**config.mk**
```make
export PLATFORM = sky130hd
export DESIGN_NAME = mdu_iter
export DESIGN_NICKNAME = d
export VERILOG_FILES = /design/src/rtl/mdu_pkg.sv /design/src/rtl/mdu_sign_fix.sv /design/src/rtl/mdu_iter.sv
export SDC_FILE = /design/constraint.sdc
export NUM_CORES = 1
export LEC_CHECK = 0
export BUFFER_PORTS_ARGS = -buffer_cell sky130_fd_sc_hd__buf_4
export CORE_UTILIZATION = 50
export CTS_CLUSTER_SIZE = 40
export DETAILED_ROUTE_END_ITERATION = 8
export GPL_TIMING_DRIVEN = 0
export PLACE_DENSITY = 0.68
export RECOVER_POWER = 50
export SLEW_MARGIN = 20
export SYNTH_ARGS = -nofsm -noshare
export SYNTH_HDL_FRONTEND = slang
export SYNTH_SLANG_ARGS = --single-unit
```
**constraint.sdc**
```tcl
create_clock -name clk -period 5.9 [get_ports clk]
set_input_delay 0.59 -clock clk [delete_from_list [all_inputs] [get_ports clk]]
set_output_delay 0.59 -clock clk [all_outputs]
set_load 0.02 [all_outputs]
```
**src/rtl/mdu_pkg.sv**
```systemverilog
// Shared opcodes, FSM state encoding and opcode-class helpers for the iterative MDU.
package mdu_pkg;

  localparam logic [2:0] OP_MUL    = 3'b000;
  localparam logic [2:0] OP_MULH   = 3'b001;
  localparam logic [2:0] OP_MULHSU = 3'b010;
  localparam logic [2:0] OP_MULHU  = 3'b011;
  localparam logic [2:0] OP_DIV    = 3'b100;
  localparam logic [2:0] OP_DIVU   = 3'b101;
  localparam logic [2:0] OP_REM    = 3'b110;
  localparam logic [2:0] OP_REMU   = 3'b111;

  typedef enum logic [1:0] {
    StIdle = 2'd0,
    StBusy = 2'd1,
    StDone = 2'd2
  } mdu_state_e;

  function automatic logic is_div(input logic [2:0] op);
    return op[2];
  endfunction

  function automatic logic is_signed_rs1(input logic [2:0] op);
    return (op == OP_MULH) || (op == OP_MULHSU) || (op == OP_DIV) || (op == OP_REM);
  endfunction

  function automatic logic is_signed_rs2(input logic [2:0] op);
    return (op == OP_MULH) || (op == OP_DIV) || (op == OP_REM);
  endfunction

endpackage

```
**src/rtl/mdu_sign_fix.sv**
```systemverilog
// Conditional two's-complement negate; serves as abs() at accept and as the final sign fix.
module mdu_sign_fix #(
  parameter int unsigned Width = 32
) (
  input  logic             neg_i,
  input  logic [Width-1:0] data_i,
  output logic [Width-1:0] data_o
);

  always_comb begin
    data_o = neg_i ? (~data_i + 1'b1) : data_i;
  end

endmodule

```
**src/rtl/mdu_iter.sv**
```systemverilog
// Iterative RV32M multiply/divide unit: one bit per cycle, 1-cycle fast path for
// divide-by-zero and signed overflow, valid/ready on both sides, synchronous flush.
module mdu_iter
  import mdu_pkg::*;
#(
  parameter int unsigned WIDTH = 32,
  parameter int unsigned CNT_W = $clog2(WIDTH)
) (
  input  logic             clk,
  input  logic             rst_n,
  input  logic             flush,
  input  logic             in_valid,
  output logic             in_ready,
  input  logic [2:0]       op,
  input  logic [WIDTH-1:0] input1,
  input  logic [WIDTH-1:0] input2,
  output logic             out_valid,
  input  logic             out_ready,
  output logic [WIDTH-1:0] result
);

  localparam logic [WIDTH-1:0] IntMin = {1'b1, {(WIDTH-1){1'b0}}};

  mdu_state_e         state_q, state_d;
  logic [2:0]         op_q, op_d;
  logic [WIDTH-1:0]   a_q, a_d;        // multiplicand or divisor magnitude
  logic [2*WIDTH-1:0] acc_q, acc_d;    // product, or dividend/quotient in the low half
  logic [WIDTH:0]     rem_q, rem_d;
  logic [CNT_W-1:0]   cnt_q, cnt_d;
  logic               neg_prod_q, neg_prod_d;
  logic               neg_quot_q, neg_quot_d;
  logic               neg_rem_q, neg_rem_d;
  logic [WIDTH-1:0]   result_q, result_d;

  logic               sgn1, sgn2;
  logic [WIDTH-1:0]   abs1, abs2;
  logic               div_zero, div_ovf;

  assign sgn1     = is_signed_rs1(op) & input1[WIDTH-1];
  assign sgn2     = is_signed_rs2(op) & input2[WIDTH-1];
  assign div_zero = is_div(op) && (input2 == '0);
  assign div_ovf  = ((op == OP_DIV) || (op == OP_REM)) && (input1 == IntMin) && (input2 == '1);

  mdu_sign_fix #(.Width(WIDTH)) u_abs1 (.neg_i(sgn1), .data_i(input1), .data_o(abs1));
  mdu_sign_fix #(.Width(WIDTH)) u_abs2 (.neg_i(sgn2), .data_i(input2), .data_o(abs2));

  // Multiply step: conditional add into the high half, then shift the whole accumulator right.
  logic [WIDTH:0]     mul_sum;
  logic [2*WIDTH-1:0] mul_nxt;
  assign mul_sum = {1'b0, acc_q[2*WIDTH-1:WIDTH]} + (acc_q[0] ? {1'b0, a_q} : '0);
  assign mul_nxt = {mul_sum, acc_q[WIDTH-1:1]};

  // Restoring divide step; the extra top bit of the difference is the borrow.
  logic [WIDTH+1:0] trial, diff;
  logic             borrow;
  logic [WIDTH:0]   rem_nxt;
  logic [WIDTH-1:0] quot_nxt;
  assign trial    = {rem_q, acc_q[WIDTH-1]};
  assign diff     = trial - {2'b00, a_q};
  assign borrow   = diff[WIDTH+1];
  assign rem_nxt  = borrow ? trial[WIDTH:0] : diff[WIDTH:0];
  assign quot_nxt = {acc_q[WIDTH-2:0], ~borrow};

  logic [2*WIDTH-1:0] prod_fix;
  logic [WIDTH-1:0]   div_sel, div_fix;
  logic               div_neg;
  assign div_sel = op_q[1] ? rem_nxt[WIDTH-1:0] : quot_nxt;
  assign div_neg = op_q[1] ? neg_rem_q : neg_quot_q;

  mdu_sign_fix #(.Width(2*WIDTH)) u_prod_fix (
    .neg_i (neg_prod_q),
    .data_i(mul_nxt),
    .data_o(prod_fix)
  );
  mdu_sign_fix #(.Width(WIDTH)) u_div_fix (.neg_i(div_neg), .data_i(div_sel), .data_o(div_fix));

  always_comb begin
    state_d    = state_q;
    op_d       = op_q;
    a_d        = a_q;
    acc_d      = acc_q;
    rem_d      = rem_q;
    cnt_d      = cnt_q;
    neg_prod_d = neg_prod_q;
    neg_quot_d = neg_quot_q;
    neg_rem_d  = neg_rem_q;
    result_d   = result_q;

    if (flush) begin
      state_d = StIdle;
    end else begin
      unique case (state_q)
        StIdle: begin
          if (in_valid) begin
            op_d       = op;
            neg_prod_d = sgn1 ^ sgn2;
            neg_quot_d = sgn1 ^ sgn2;
            neg_rem_d  = sgn1;
            if (div_zero) begin
              result_d = op[1] ? input1 : '1;
              state_d  = StDone;
            end else if (div_ovf) begin
              result_d = op[1] ? '0 : input1;
              state_d  = StDone;
            end else begin
              a_d     = is_div(op) ? abs2 : abs1;
              acc_d   = {{WIDTH{1'b0}}, (is_div(op) ? abs1 : abs2)};
              rem_d   = '0;
              cnt_d   = CNT_W'(WIDTH - 1);
              state_d = StBusy;
            end
          end
        end
        StBusy: begin
          if (is_div(op_q)) begin
            acc_d = {acc_q[2*WIDTH-1:WIDTH], quot_nxt};
            rem_d = rem_nxt;
          end else begin
            acc_d = mul_nxt;
          end
          if (cnt_q == '0) begin
            if (is_div(op_q)) begin
              result_d = div_fix;
            end else if (op_q == OP_MUL) begin
              result_d = prod_fix[WIDTH-1:0];
            end else begin
              result_d = prod_fix[2*WIDTH-1:WIDTH];
            end
            state_d = StDone;
          end else begin
            cnt_d = cnt_q - 1'b1;
          end
        end
        StDone: begin
          if (out_ready) begin
            state_d = StIdle;
          end
        end
        default: state_d = StIdle;
      endcase
    end
  end

  always_ff @(posedge clk or negedge rst_n) begin
    if (!rst_n) begin
      state_q    <= StIdle;
      op_q       <= '0;
      a_q        <= '0;
      acc_q      <= '0;
      rem_q      <= '0;
      cnt_q      <= '0;
      neg_prod_q <= 1'b0;
      neg_quot_q <= 1'b0;
      neg_rem_q  <= 1'b0;
      result_q   <= '0;
    end else begin
      state_q    <= state_d;
      op_q       <= op_d;
      a_q        <= a_d;
      acc_q      <= acc_d;
      rem_q      <= rem_d;
      cnt_q      <= cnt_d;
      neg_prod_q <= neg_prod_d;
      neg_quot_q <= neg_quot_d;
      neg_rem_q  <= neg_rem_d;
      result_q   <= result_d;
    end
  end

  assign in_ready  = (state_q == StIdle);
  assign out_valid = (state_q == StDone);
  assign result    = result_q;

endmodule
```
# ---- After elaboration in Yosys (flattened, before gate mapping)
# Cells that the tools add are included.
dict set report totals {
  wordCells 110
  register_bits 173
}
dict set report op_classes {
  mux 41
  add_sub_neg 7
  eq_ne 19
  bitwise 11
  reduce_logical 22
}
# cell count
set op_table {}
lappend op_table {{2-to-1 mux 32 bit} 15}
lappend op_table {{2-to-1 mux 64 bit} 5}
lappend op_table {{2-to-1 mux 33 bit} 5}
lappend op_table {{one-hot mux 64 bit (2 select lines)} 1}
lappend op_table {{adder 32 x 1 -> 32 bit, second input constant} 3}
lappend op_table {{inverter 32 bit} 3}
lappend op_table {{one-hot mux 33 bit (2 select lines)} 1}
lappend op_table {{adder 64 x 1 -> 64 bit, second input constant} 1}
lappend op_table {{== test 32 bit, second input constant} 2}
lappend op_table {{inverter 64 bit} 1}
lappend op_table {{one-hot mux 32 bit (2 select lines)} 1}
lappend op_table {{subtractor 34 x 32 -> 34 bit} 1}
lappend op_table {{adder 32 x 32 -> 33 bit} 1}
lappend op_table {{logical NOT 32 bit} 1}
lappend op_table {{2-to-1 mux 5 bit} 4}
lappend op_table {{AND reduction 6 bit} 3}
lappend op_table {{AND reduction 5 bit} 3}
lappend op_table {{!= test 2 bit, second input constant} 7}
lappend op_table {{2-to-1 mux 2 bit} 6}
lappend op_table {{one-hot mux 5 bit (2 select lines)} 1}
lappend op_table {{== test 3 bit, second input constant} 2}
lappend op_table {{logical OR 1 bit} 6}
lappend op_table {{!= test 3 bit, second input constant} 2}
lappend op_table {{one-hot mux 2 bit (3 select lines)} 1}
lappend op_table {{17 further kinds} 24}

# ---- Longest topological paths before layout
# Gate-level depths: netlist of run 1.
dict set report depth {
  ltp_word 11
  depth_mapped 23
  ltp_nobuf 19
}

# ---- Modules after synthesis
# A second synthesis of run 1 with hierarchy kept.
dict set report hier_totals {
  cells_unflattened 2169
  area_unflattened_um2 17518.1
}
# mod n_inst seq_area_each_um2 area_per_inst_um2 cells_each
set modules_own_cells {}
lappend modules_own_cells {mdu_iter 1 4329.2 13538.0 1666}
lappend modules_own_cells {{mdu_sign_fix (u_abs1 ...)} 3 0.0 777.0 99}
lappend modules_own_cells {{mdu_sign_fix (u_prod_fix)} 1 0.0 1649.1 206}

# ---- Worst setup path before layout of run 1
# Ideal clock, no wire load.
dict set report synth_path {
  kind {reg-to-reg}
  start {reg rem_q[13]}
  end {reg result_q[30], in the netlist result[30]}
  arrival_ns 5.234
  period_less_slack_ns 5.328
  slack_ns 0.572
  path_stages_with_launch 23
  path_buffers 4
  cell_sequence {dfrtp_1 -> ha_1 -> clkbuf_1 -> nand4_1 -> nor3_1 -> o211ai_1 -> and3_1 -> buf_2 -> o21a_1 -> xnor2_2 -> clkbuf_1 -> clkbuf_1 -> mux2i_1 -> nor2_1 -> a21oi_1 -> ha_1 -> o31ai_1 -> a21oi_1 -> o2111ai_1 -> or2_0 -> or4b_1 -> o2111a_1 -> a211oi_1}
}
dict set report synth_between {
  elab_chain_cells 9
  word_cells_on_any_way 10
  cone_classes {add/sub: 2; mux: 6; bitwise: 2}
}
# element line_no
set synth_rtl {}
lappend synth_rtl {{from (decl)} mdu_iter.sv:28} ;# logic [WIDTH:0] rem_q, rem_d;
lappend synth_rtl {{from (signal assigned)} mdu_iter.sv:161} ;# rem_q <= rem_d;
lappend synth_rtl {{subtractor 34 x 32 -> 34 bit} mdu_iter.sv:59} ;# assign diff = trial - {2'b00, a_q};
lappend synth_rtl {{2-to-1 mux 33 bit / inverter 1 bit (equally long branches)} {mdu_iter.sv:61, mdu_iter.sv:62}}
lappend synth_rtl {{2-to-1 mux 32 bit (*)} mdu_iter.sv:67} ;# assign div_sel = op_q[1] ? rem_nxt[WIDTH-1:0] : quot_nxt;
lappend synth_rtl {{inverter 32 bit} mdu_sign_fix.sv:11} ;# data_o = neg_i ? (~data_i + 1'b1) : data_i;
lappend synth_rtl {{adder 32 x 1 -> 32 bit} mdu_sign_fix.sv:11}
lappend synth_rtl {{2-to-1 mux 32 bit (*)} mdu_sign_fix.sv:11}
lappend synth_rtl {{2-to-1 mux 32 bit (*)} mdu_iter.sv:122} ;# if (is_div(op_q)) begin
lappend synth_rtl {{2-to-1 mux 32 bit (*)} mdu_iter.sv:121} ;# if (cnt_q == '0) begin
lappend synth_rtl {{one-hot mux 32 bit (2 select lines) (*)} mdu_iter.sv:92} ;# unique case (state_q)
lappend synth_rtl {{to (signal assigned)} mdu_iter.sv:166} ;# result_q <= result_d;
lappend synth_rtl {{to (decl)} mdu_iter.sv:33} ;# logic [WIDTH-1:0] result_q, result_d;
# Mark *: on every way between the ends. The rest lies on a longest branch, timed or not. The select of a mux whose other input is x is not followed.
# A chain may end at the register's enable or synchronous reset.

# ---- Worst setup path after layout of run 1
dict set report layout_path {
  start {reg acc_q[0]}
  end {reg result_q[29], in the netlist result[29]}
}
dict set report layout_between {
  elab_chain_cells 9
  word_cells_on_any_way 13
  cone_classes {add/sub: 3; mux: 8; bitwise: 2}
}
# element line_no
set layout_rtl {}
lappend layout_rtl {{from (decl)} mdu_iter.sv:27} ;# logic [2*WIDTH-1:0] acc_q, acc_d;
lappend layout_rtl {{from (signal assigned)} mdu_iter.sv:149} ;# acc_q <= '0;
lappend layout_rtl {{from (signal assigned)} mdu_iter.sv:160} ;# acc_q <= acc_d;
lappend layout_rtl {{2-to-1 mux 32 bit} mdu_iter.sv:50} ;# assign mul_sum = {1'b0, acc_q[2*WIDTH-1:WIDTH]} + (acc_q[0] ? {1'b0, a_q} : '0);
lappend layout_rtl {{adder 32 x 32 -> 33 bit} mdu_iter.sv:50}
lappend layout_rtl {{inverter 64 bit} mdu_sign_fix.sv:11}
lappend layout_rtl {{adder 64 x 1 -> 64 bit} mdu_sign_fix.sv:11}
lappend layout_rtl {{2-to-1 mux 64 bit} mdu_sign_fix.sv:11}
lappend layout_rtl {{2-to-1 mux 32 bit} mdu_iter.sv:124} ;# end else if (op_q == OP_MUL) begin
lappend layout_rtl {{2-to-1 mux 32 bit (*)} mdu_iter.sv:122}
lappend layout_rtl {{2-to-1 mux 32 bit (*)} mdu_iter.sv:121}
lappend layout_rtl {{one-hot mux 32 bit (2 select lines) (*)} mdu_iter.sv:92}
# Marked as above.

==> flow_metrics.env, run 1 <==
export IMPL_outcome="complete, but fails checks"
export IMPL_violations="max-capacitance violations, max-slew violations"
export IMPL_worstMarginPinSlew_ns=3.03
export IMPL_required_ns=6.26
export IMPL_io_pins=106
export IMPL_syn_nets=2571
export IMPL_cts_tree="yes"
export IMPL_syn_to_final_growth_pct=11.4
export IMPL_seqPwrFrac_pct=26.0
export IMPL_powerDensity_nw_per_um2=358
export IMPL_synth_simple_area_share_pct=22.5
export IMPL_cts_inserted_buffers=17
export IMPL_wl_met1_mm=31.1
export IMPL_p_leak_uw=0.00843
export IMPL_hold_class="primary input to register"
export IMPL_synth_seq_area_share_pct=24.3
export IMPL_hpwlAfterDp_mm=63.6
export IMPL_async_reset_ff_share_pct=100
export IMPL_start_util_pct=51.2
export IMPL_ys_seq_elements=173
export IMPL_yosys_area_share_adder_pct=6.67
export IMPL_total_power_uw=7120
export IMPL_hold_viol_final=0
export IMPL_synth_avg_cell_area_um2=7.35
export IMPL_report_final_slew_viol_count=117
export IMPL_place_congestion=1.08
export IMPL_slowest_delay_ns=0.90
export IMPL_grt_max_degree=62
export IMPL_cts_hold_buf=0
export IMPL_synth_top_family_by_area="compound AO/OA/AOI/OAI gates"
export IMPL_die_h_um=191
export IMPL_yosys_area_top_type="dfrtp_1"
export IMPL_ir_drop_uv=245
export IMPL_die_x_um=191
export IMPL_setup_viol=0
export IMPL_h_tree_depth=4
export IMPL_synth_mux_area_share_pct=4.45
export IMPL_ant_nets=0
export IMPL_routed_wl_mm=78.2
export IMPL_vias_per_cell=6.53
export IMPL_clkLatencyLatePin_ns=0.48
export IMPL_switching_share_pct=52.2
export IMPL_met2_length_mm=33.6
export IMPL_port_buffers=104
export IMPL_switchingPower_uw=3710
export IMPL_synth_edf_count=0
export IMPL_path_clk_slew_ns=0.08
export IMPL_top_layer="met5"
export IMPL_grt_pass1_vias=18500
export IMPL_routed_via_count=19700
export IMPL_fin_skew_ns=0.0147
export IMPL_cts_sinks=173
export IMPL_rows=68
export IMPL_cts_path_max_buffers=2
export IMPL_wl_met3_mm=8.45
export IMPL_netlist_cell_type_count=82
export IMPL_synth_top_area_share_pct=24.3
export IMPL_clkPwrFrac_pct=17.0
export IMPL_core_area_um2=34800
export IMPL_comb_power_share_pct=57.0
export IMPL_grtUsageTotal_pct=43.0
export IMPL_max_cap_violations=2
export IMPL_max_slew_margin_pct=-102
export IMPL_final_cell_mix="nand2_1, o21ai_0, a21oi_1, nor2_1, dfrtp_1"
export IMPL_drt_iter0_drc=2323
export IMPL_cp_max_fo=10
export IMPL_grt_pass1_wl_mm=115
export IMPL_clock_root_buffer="clkbuf_16"
export IMPL_wl_per_cell_um=25.9
export IMPL_first_pass_iters=7
export IMPL_yosys_warnings=0
export IMPL_finalCritPeriodShare_pct=96.7
export IMPL_die_area_um2=36400
export IMPL_final_setup_tns_ns=0
export IMPL_antenna_found_initial=6
export IMPL_holdWs_ns=0.341
export IMPL_syn_inst=2426
export IMPL_grt_overflow_total=0
export IMPL_synth_compound_area_share_pct=27.3
export IMPL_synth_xor_area_share_pct=9.71
export IMPL_cp_start_kind="register"
export IMPL_arrival_ns=6.07
export IMPL_crit_path_end_kind="register"
export IMPL_yosys_top_cells_area="dfrtp_1, o21ai_0, a21oi_1"
export IMPL_timing_fmax_mhz=175
export IMPL_p_int_uw=3400
export IMPL_syn_area_um2=17800
export IMPL_crit_slowest_cell="o311ai_0"
export IMPL_drc=0
export IMPL_grt_setup_unrepaired="yes"
export IMPL_drive_above_1_share_pct=8.04
export IMPL_final_nets=2695
export IMPL_crit_chain="clkbuf_1 -> and2_1 -> ha_1 -> clkbuf_1 -> a21oi_1 -> o21ai_0 -> o311ai_0 -> a211oi_1 -> nor3_1 -> xor2_1 -> nand4b_1 -> or3_4 -> o31ai_2 -> xor2_1 -> o31ai_1 -> a21oi_1 -> o21ai_1"
export IMPL_regToRegSetupSlack_ns=0.19
export IMPL_synth_ff_type="dfrtp_1"
export IMPL_final_common_cell="nand2_1"
export IMPL_critical_path_class="register to register"
export IMPL_period_needed_ns=5.71
[critical path, delay by kind of cell (launching register included)]
kind | cells | cell delay, ns
buf+inv | 2 | 0.50
fa+ha+maj | 1 | 0.22
xor+xnor | 2 | 0.63
simple gates | 4 | 1.42
compound gates | 8 | 2.23
flops | 1 | 0.59
[per-stage QoR]
step | setup WS (ns) | cell area, um2 | util [%] | cells
after floorplan | 0.572 | 17800 | - | 2426
after global placement | -1.18 | 19200 | 55.1 | 2985
after detailed placement | -1.31 | 19300 | 55.4 | 2988
after CTS | 0.0666 | 19900 | 57.3 | 3022
after global routing | -0.00174 | 19900 | 57.1 | 3018
final | 0.194 | 19900 | 57.1 | 3019
[synthesized netlist by cell type, drive strengths merged, types with 47 or more instances]
| cell | n |
|---|---|
| nand2 | 278 |
| o21ai | 251 |
| a21oi | 243 |
| nor2 | 235 |
| dfrtp | 173 |
| clkbuf | 155 |
| xnor2 | 101 |
| xor2 | 95 |
| ha | 71 |
| nor3 | 69 |
| mux2i | 68 |
| inv | 61 |
| and2 | 47 |
[power by group through the flow]
| stage | clock network, uW | registers, uW | logic (uW) |
|---|---|---|---|
| detailed placement | 0 | 1840 | 3950 |
| floorplan | 0 | 1750 | 2510 |
| global route | 1260 | 1860 | 4330 |
| finish | 1210 | 1850 | 4060 |
| global placement | 0 | 1830 | 3900 |
| CTS | 1200 | 1810 | 3980 |
[logic make-up after synthesis]
family,after synthesis
compound gates,797
fa+ha+maj,99
xor+xnor,196
simple gates,846
buf+inv,237
mux,78
flops,173
[timing repair]
item | 4_1_cts | 5_1_grt
pin swaps | 1 | 1
setup endpoints to repair | 17 | 15
setup buffers | 2 | 2
resized for setup | 12 | 25
[path summary, 6_finish.rpt]
| path | cells after the start | to | startpoint |
|---|---|---|---|
| hold / removal | 2 | state_q[1] | flush |
| min in group asynchronous | 1 | acc_q[54] | rst_n |
| hold reg to reg | 2 | result[12] | result[12] |
| setup reg to reg | 17 | result[29] | acc_q[0] |
| max in group asynchronous | 3 | cnt_q[2] | rst_n |
| setup / recovery | 17 | result[29] | acc_q[0] |
[routing by layer]
layer / vias up / GRT usage [%]
li1: 9010 / -
met1: 9426 / 55.5
met2: 1063 / 65.2
met3: 214 / 10.4
met4: 4 / 24.3
met5: - / 0
[flip-flops by register name, summed over array words and instances (netlist names)]
| register | cells |
|---|---|
| a_q | 32 |
| acc_q | 64 |
| cnt_q | 5 |
| neg_quot_q | 1 |
| neg_rem_q | 1 |
| op_q | 3 |
| rem_q | 33 |
| result | 32 |
| state_q | 2 |
[final cells by class]
| cell class | instances | area, um2 |
|---|---|---|
| Fill cell | 3413 | 14900 |
| Multi-Input combinational cell | 2016 | 12700 |
| Sequential cell | 173 | 4340 |
| Timing Repair Buffer | 111 | 764 |
| Buffer | 170 | 679 |
| Tap cell | 455 | 569 |
| Clock buffer | 18 | 439 |
| Inverter | 61 | 229 |
| Clock inverter | 14 | 154 |
| Antenna cell | 1 | 2.50 |
Power figures use the tool's default switching activity.
==> inputs of run 2 (changes only) <==
--- a/config.mk
+++ b/config.mk
@@ -5,12 +5,11 @@
 export SDC_FILE = /design/constraint.sdc
 export NUM_CORES = 1
 export LEC_CHECK = 0
-export BUFFER_PORTS_ARGS = -buffer_cell sky130_fd_sc_hd__buf_4
 export CORE_UTILIZATION = 50
 export CTS_CLUSTER_SIZE = 40
 export DETAILED_ROUTE_END_ITERATION = 8
+export DONT_BUFFER_PORTS = 1
 export GPL_TIMING_DRIVEN = 0
-export PLACE_DENSITY = 0.68
 export RECOVER_POWER = 50
 export SLEW_MARGIN = 20
 export SYNTH_ARGS = -nofsm -noshare
==> run 2 against run 1 <==
The run still ends with max-capacitance violations, max-slew violations left. Critical path depth rose by 4. Wire length rose by 0.15%. Clock skew rose by 0.0040 ns. Final area fell by 3.9%. Flip-flop and latch count did not move. Sequential share of layout area rose by 0.84 points. Total power fell by 2.8%. Utilization fell by 2.2 points. Global-route usage fell by 0.098 points. Via count fell by 1.8%. Combinational power fell by 5.7%.
==> flow_metrics.env, run 2 (same netlist as run 1, synthesis figures left out) <==
export IMPL_grt_max_degree=174
export IMPL_fin_skew_ns=0.0187
export IMPL_arrival_ns=6.17
export IMPL_place_congestion=1.09
export IMPL_drt_iter0_drc=2481
export IMPL_cp_max_fo=19
export IMPL_hpwlAfterDp_mm=63.7
export IMPL_reg2reg_to="result[30]"
export IMPL_cts_sinks=173
export IMPL_routed_wl_mm=78.3
export IMPL_path_clk_slew_ns=0.08
export IMPL_crit_path_end_kind="register"
export IMPL_cp_start_kind="register"
export IMPL_ir_drop_uv=256
export IMPL_clock_root_buffer="clkbuf_16"
export IMPL_io_pins=106
export IMPL_powerDensity_nw_per_um2=362
export IMPL_cp_top_family="compound AO/OA/AOI/OAI gates"
export IMPL_port_buffers=0
export IMPL_grtUsageTotal_pct=42.9
export IMPL_die_h_um=191
export IMPL_hold_viol_final=0
export IMPL_largest_register="acc_q"
export IMPL_reg2reg_from="acc_q[31]"
export IMPL_grt_setup_unrepaired="yes"
export IMPL_report_final_slew_viol_count=174
export IMPL_hold_class="primary input to register"
export IMPL_h_tree_depth=4
export IMPL_violations="max-capacitance violations, max-slew violations"
export IMPL_period_needed_ns=5.81
export IMPL_final_cell_mix="nand2_1, o21ai_0, a21oi_1, nor2_1, dfrtp_1"
export IMPL_hp_start="flush"
export IMPL_drive_above_1_share_pct=4.28
export IMPL_rr_worst_depth=21
export IMPL_max_slew_margin_pct=-205
export IMPL_utilization_pct=54.9
export IMPL_cts_path_max_buffers=2
export IMPL_worst_hold_path_num_cells=1
export IMPL_grt_overflow_total=0
export IMPL_outcome="complete, but fails checks"
export IMPL_crit_chain="inv_1 -> ha_1 -> nor2b_1 -> o31a_1 -> o211ai_1 -> and3_1 -> buf_2 -> o21a_2 -> xnor2_4 -> clkbuf_8 -> mux2i_1 -> nor2_1 -> a21oi_1 -> ha_1 -> o31ai_1 -> a21oi_2 -> o2111ai_2 -> or2_0 -> or4b_1 -> o2111a_1 -> a211oi_1"
export IMPL_cts_inserted_buffers=17
export IMPL_setup_viol=0
export IMPL_die_x_um=191
export IMPL_first_pass_iters=6
export IMPL_start_util_pct=51.2
export IMPL_p_leak_uw=0.00800
export IMPL_slowest_delay_ns=0.57
export IMPL_drc=0
export IMPL_largest_reg_flops=64
export IMPL_routed_via_count=19400
export IMPL_antenna_found_initial=1
export IMPL_crit_buf_inv=3
export IMPL_critical_path_class="register to register"
export IMPL_multi_input_area_um2=12700
export IMPL_timing_fmax_mhz=172
export IMPL_ant_nets=0
export IMPL_fillers=3449
export IMPL_grt_pass1_vias=17900
export IMPL_cts_tree="yes"
export IMPL_worstMarginPinSlew_ns=4.58
export IMPL_finalCritPeriodShare_pct=98.5
export IMPL_crit_top_cell="ha_1"
export IMPL_final_common_cell="nand2_1"
export IMPL_diodes=0
export IMPL_wl_per_cell_um=26.9
export IMPL_seq_area_um2=4330
export IMPL_grt_pass1_wl_mm=114
export IMPL_syn_to_final_growth_pct=7.11
export IMPL_regToRegSetupSlack_ns=0.09
export IMPL_reg_top3="acc_q: 64 flops, rem_q: 33 flops"
export IMPL_max_cap_violations=1
export IMPL_vias_per_cell=6.65
export IMPL_die_area_um2=36400
export IMPL_required_ns=6.27
export IMPL_final_setup_tns_ns=0
export IMPL_core_area_um2=34800
export IMPL_clkLatencyLatePin_ns=0.47
export IMPL_crit_slowest_cell="dfrtp_1"
export IMPL_rows=68
export IMPL_final_nets=2588
export IMPL_min_to="state_q[1]"
[run 2: cell types whose count changed in the layout (fill, tap and decap cells not counted), moves of 3 or more]
cell / previous run / this run
buf_4: 91 / 2
clkbuf_1: 161 / 143
dfrtp_1: 166 / 172
dfrtp_2: 7 / 1
inv_8: 4 / 8
clkinvlp_4: 3 / 0
[run 2: repair_timing]
action | 4_1_cts | 5_1_grt
hold buffers | 1 | 0
hold endpoints to repair | 173 | 0
pin swaps | 1 | 1
setup endpoints to repair | 15 | 6
buffers inserted | 1 | 1
resized for setup | 13 | 12
[run 2: cell type report]
type,instances,area share (%)
Buffer,170,3.56
Inverter,61,1.20
Clock inverter,14,0.865
Tap cell,455,2.98
Clock buffer,18,2.30
Multi-Input combinational cell,2016,66.3
Timing Repair Buffer,4,0.131
Sequential cell,173,22.7
[run 2: power breakdown]
group	switching (uW)	internal, uW	total, uW
Clock	606	586	1190
Sequential	432	1460	1900
Combinational	2620	1210	3830
[run 2: worst max path at each step]
stage | to | from | cells past startpoint
6_report | result[30] | acc_q[31] | 21
5_1_grt | result[30] | acc_q[31] | 17
4_1_cts | result[30] | op_q[1] | 16
3_5_place_dp | result[28] | a_q[19] | 22
3_3_place_gp | result[28] | a_q[19] | 22
2_1_floorplan | result[30] | rem_q[13] | 22
[run 2: per-layer routing]
| metal | share of wire (%) | global-route usage (%) |
|---|---|---|
| met5 | 0 | 0 |
| met4 | 7.2 | 28.6 |
| met1 | 40 | 56.6 |
| met3 | 12 | 10.9 |
| met2 | 41 | 61.2 |
[run 2: metrics by stage]
step                worst slack (ns)  power [uW]  area [um2]  cells  hold slack [ns]
floorplan                      0.572        4260       17800   2426            0.294
global placement               -1.29        5480       18400   2881            0.297
detailed placement             -1.30        5530       18400   2882            0.298
CTS                           0.0977        6750       19100   2914            0.171
global route                 -0.0845        7220       19100   2911            0.177
finish                        0.0909        6920       19100   2911            0.179
==> inputs of run 3 (changes only) <==
--- a/config.mk
+++ b/config.mk
@@ -11,7 +11,8 @@
 export DONT_BUFFER_PORTS = 1
 export GPL_TIMING_DRIVEN = 0
 export RECOVER_POWER = 50
-export SLEW_MARGIN = 20
+export SLEW_MARGIN = 5
 export SYNTH_ARGS = -nofsm -noshare
 export SYNTH_HDL_FRONTEND = slang
+export SYNTH_HIERARCHICAL = 1
 export SYNTH_SLANG_ARGS = --single-unit
==> run 3 against run 2 <==
The run still ends with max-capacitance violations, max-slew violations left. Largest cell class unchanged. Sequential share of layout area rose by 0.30 points. Setup slack better by 0.080 ns. Final area down 1.3%. Hold slack improved by 0.052 ns. Critical path depth down 2. Critical endpoint is now result[25]. Synthesized area fell by 1.8%. Wire length shrank 12%. First-iteration DRC count fell by 25%. Register-to-register slack improved by 0.08 ns.
==> flow_metrics.env, run 3 <==
export IMPL_ir_drop_uv=266
export IMPL_path_clk_slew_ns=0.07
export IMPL_setup_ws_ns=0.170
export IMPL_routed_via_count=17200
export IMPL_place_congestion=1.04
export IMPL_reg_top3="acc_q: 64 flops, rem_q: 33 flops"
export IMPL_ant_nets=0
export IMPL_final_cell_mix="nand2_1, xnor2_1, o21ai_0, nor2_1, a21oi_1"
export IMPL_syn_nets=2313
export IMPL_die_area_um2=35800
export IMPL_async_reset_ff_share_pct=100
export IMPL_io_pins=106
export IMPL_crit_path_end_kind="register"
export IMPL_clock_root_buffer="clkbuf_16"
export IMPL_outcome="complete, but fails checks"
export IMPL_grtUsageTotal_pct=38.4
export IMPL_crit_chain="inv_1 -> ha_1 -> nor2b_1 -> o31a_1 -> o31ai_2 -> o211a_4 -> a211o_1 -> a211oi_4 -> buf_6 -> mux2i_2 -> a21oi_1 -> nor4_4 -> nand4b_2 -> o31ai_1 -> xnor2_1 -> nand2_1 -> o21ai_0 -> a21oi_1 -> a21oi_1"
export IMPL_netlist_cell_type_count=85
export IMPL_crit_top_cell="a21oi_1"
export IMPL_clkLatencyLatePin_ns=0.46
export IMPL_cp_start_kind="register"
export IMPL_syn_inst=2169
export IMPL_ys_seq_elements=173
export IMPL_largest_reg_flops=64
export IMPL_rows=68
export IMPL_cts_inserted_buffers=17
export IMPL_synth_top_area_share_pct=24.7
export IMPL_setup_viol=0
export IMPL_antenna_found_initial=0
export IMPL_slowest_delay_ns=0.63
export IMPL_syn_area_um2=17500
export IMPL_first_pass_iters=7
export IMPL_crit_slowest_cell="dfrtp_1"
export IMPL_synth_most_common_cell="nand2_1"
export IMPL_period_needed_ns=5.73
export IMPL_report_final_slew_viol_count=174
export IMPL_port_buffers=0
export IMPL_die_h_um=189
export IMPL_fin_skew_ns=0.00681
export IMPL_largest_register="acc_q"
export IMPL_p_leak_uw=0.00735
export IMPL_finalCritPeriodShare_pct=97.1
export IMPL_die_x_um=189
export IMPL_timing_fmax_mhz=175
export IMPL_max_cap_violations=1
export IMPL_synth_edf_count=0
export IMPL_h_tree_depth=4
export IMPL_arrival_ns=6.11
export IMPL_routed_wl_mm=68.6
export IMPL_critical_path_class="register to register"
export IMPL_hpwlAfterDp_mm=54.4
export IMPL_final_setup_tns_ns=0
export IMPL_grt_overflow_total=0
export IMPL_hold_viol_final=0
export IMPL_yosys_warnings=6
export IMPL_wl_per_cell_um=25.8
export IMPL_crit_buf_inv=2
export IMPL_synth_avg_cell_area_um2=8.08
export IMPL_multi_input_area_um2=12500
export IMPL_seq_area_um2=4330
export IMPL_final_common_cell="nand2_1"
export IMPL_cp_top_family="compound AO/OA/AOI/OAI gates"
export IMPL_grt_max_degree=174
export IMPL_start_util_pct=50.7
export IMPL_max_slew_margin_pct=-213
export IMPL_diodes=0
export IMPL_core_area_um2=34500
export IMPL_place_ws_ns=-0.178
export IMPL_cts_sinks=173
export IMPL_final_nets=2338
export IMPL_hold_class="primary input to register"
export IMPL_final_area_um2=18900
export IMPL_synth_seq_area_share_pct=24.7
export IMPL_violations="max-capacitance violations, max-slew violations"
export IMPL_syn_to_final_growth_pct=7.62
export IMPL_placed_cell_area_um2=18100
export IMPL_drc=0
export IMPL_synth_ff_type="dfrtp_1"
export IMPL_required_ns=6.28
export IMPL_yosys_top_cells_area="dfrtp_1, xnor2_1, mux2i_1"
export IMPL_grt_pass1_vias=16300
export IMPL_grt_pass1_wl_mm=102
export IMPL_worstMarginPinSlew_ns=4.70
export IMPL_utilization_pct=54.6
export IMPL_yosys_area_top_type="dfrtp_1"
export IMPL_cp_max_fo=10
export IMPL_cts_path_max_buffers=2
export IMPL_powerDensity_nw_per_um2=427
export IMPL_drt_iter0_drc=1873
export IMPL_cts_tree="yes"
export IMPL_vias_per_cell=6.45
export IMPL_fillers=3388
export IMPL_drive_above_1_share_pct=8.98
export IMPL_yosys_top_cells_count="nand2_1, xnor2_1, o21ai_0"
[run 3: changes by cell type in the layout (fill, tap and decap cells not counted), sizes merged, moves of 36 or more]
cell    change
a21oi      -56
clkbuf     -55
mux2i      +51
nand2      -36
nor2       -51
nor3       -45
o21ai      -37
xnor2      +90
xor2       -76
[run 3: per-layer routing]
metal	track usage (%)	share of wire (%)	vias to the layer above
met5	0	0	-
met4	19.6	5.1	0
met3	5.13	7.2	135
met2	60.4	45	807
met1	51.4	43	8321
li1	-	-	7913
[run 3: repair_timing]
| item | CTS | global route |
|---|---|---|
| hold endpoints to repair | 173 | 0 |
| setup endpoints to repair | 1 | 21 |
| gates resized for setup | 3 | 27 |
| setup buffers | 0 | 6 |
| pin swaps | 0 | 4 |
| hold buffers | 1 | 0 |
[run 3: worst paths after layout]
kind                           start  slack [ns]  cells after the start    endpoint
max                        acc_q[31]        0.17                     19  result[25]
min                            flush        0.23                      1  state_q[0]
max reg2reg                acc_q[31]        0.17                     19  result[25]
min reg2reg                 rem_q[5]        0.51                      2    rem_q[5]
max in group asynchronous      rst_n        1.19                      1    acc_q[0]
min in group asynchronous      rst_n        1.53                      1   rem_q[13]
[run 3: layout make-up]
class,instances,share of cell area (%)
multi-input cells,1807,66.6
flip-flops and latches,173,23.0
well taps,455,3.02
plain buffers,123,2.76
clock buffers,18,2.33
inverters,65,1.29
clock inverters,13,0.796
repair buffers,7,0.265
[run 3: kinds of logic after synthesis]
logic type | after synthesis | synth area share, %
simple gates | 697 | 20.9
fa+ha+maj | 72 | 5.23
compound gates | 668 | 24.9
mux | 160 | 9.44
xor+xnor | 210 | 10.5
flops | 173 | 24.7
buf+inv | 189 | 4.37
[run 3: power breakdown]
group / total (uW) / internal [uW] / leakage (uW) / switching (uW)
registers: 2270 / 1520 / 0.00214 / 754
logic: 4580 / 1680 / 0.00492 / 2900
clock network: 1200 / 643 / 0.000285 / 554
[run 3: metrics by stage]
step,hold WS (ns),std cells,power (uW)
after detailed placement,0.298,2624,6610
after floorplan,0.294,2169,5100
after global routing,0.235,2661,8450
after CTS,0.216,2656,7860
final,0.231,2661,8050
after global placement,0.297,2624,6580
[run 3: worst register-to-register path: stages, from the launching register on]
cell	delay (ns)
dfrtp_1	0.63
inv_1	0.22
ha_1	0.27
nor2b_1	0.21
o31a_1	0.23
o31ai_2	0.13
o211a_4	0.32
a211o_1	0.36
a211oi_4	0.40
buf_6	0.25
mux2i_2	0.35
a21oi_1	0.25
nor4_4	0.47
nand4b_2	0.29
o31ai_1	0.36
xnor2_1	0.22
nand2_1	0.16
o21ai_0	0.22
a21oi_1	0.13
a21oi_1	0.18
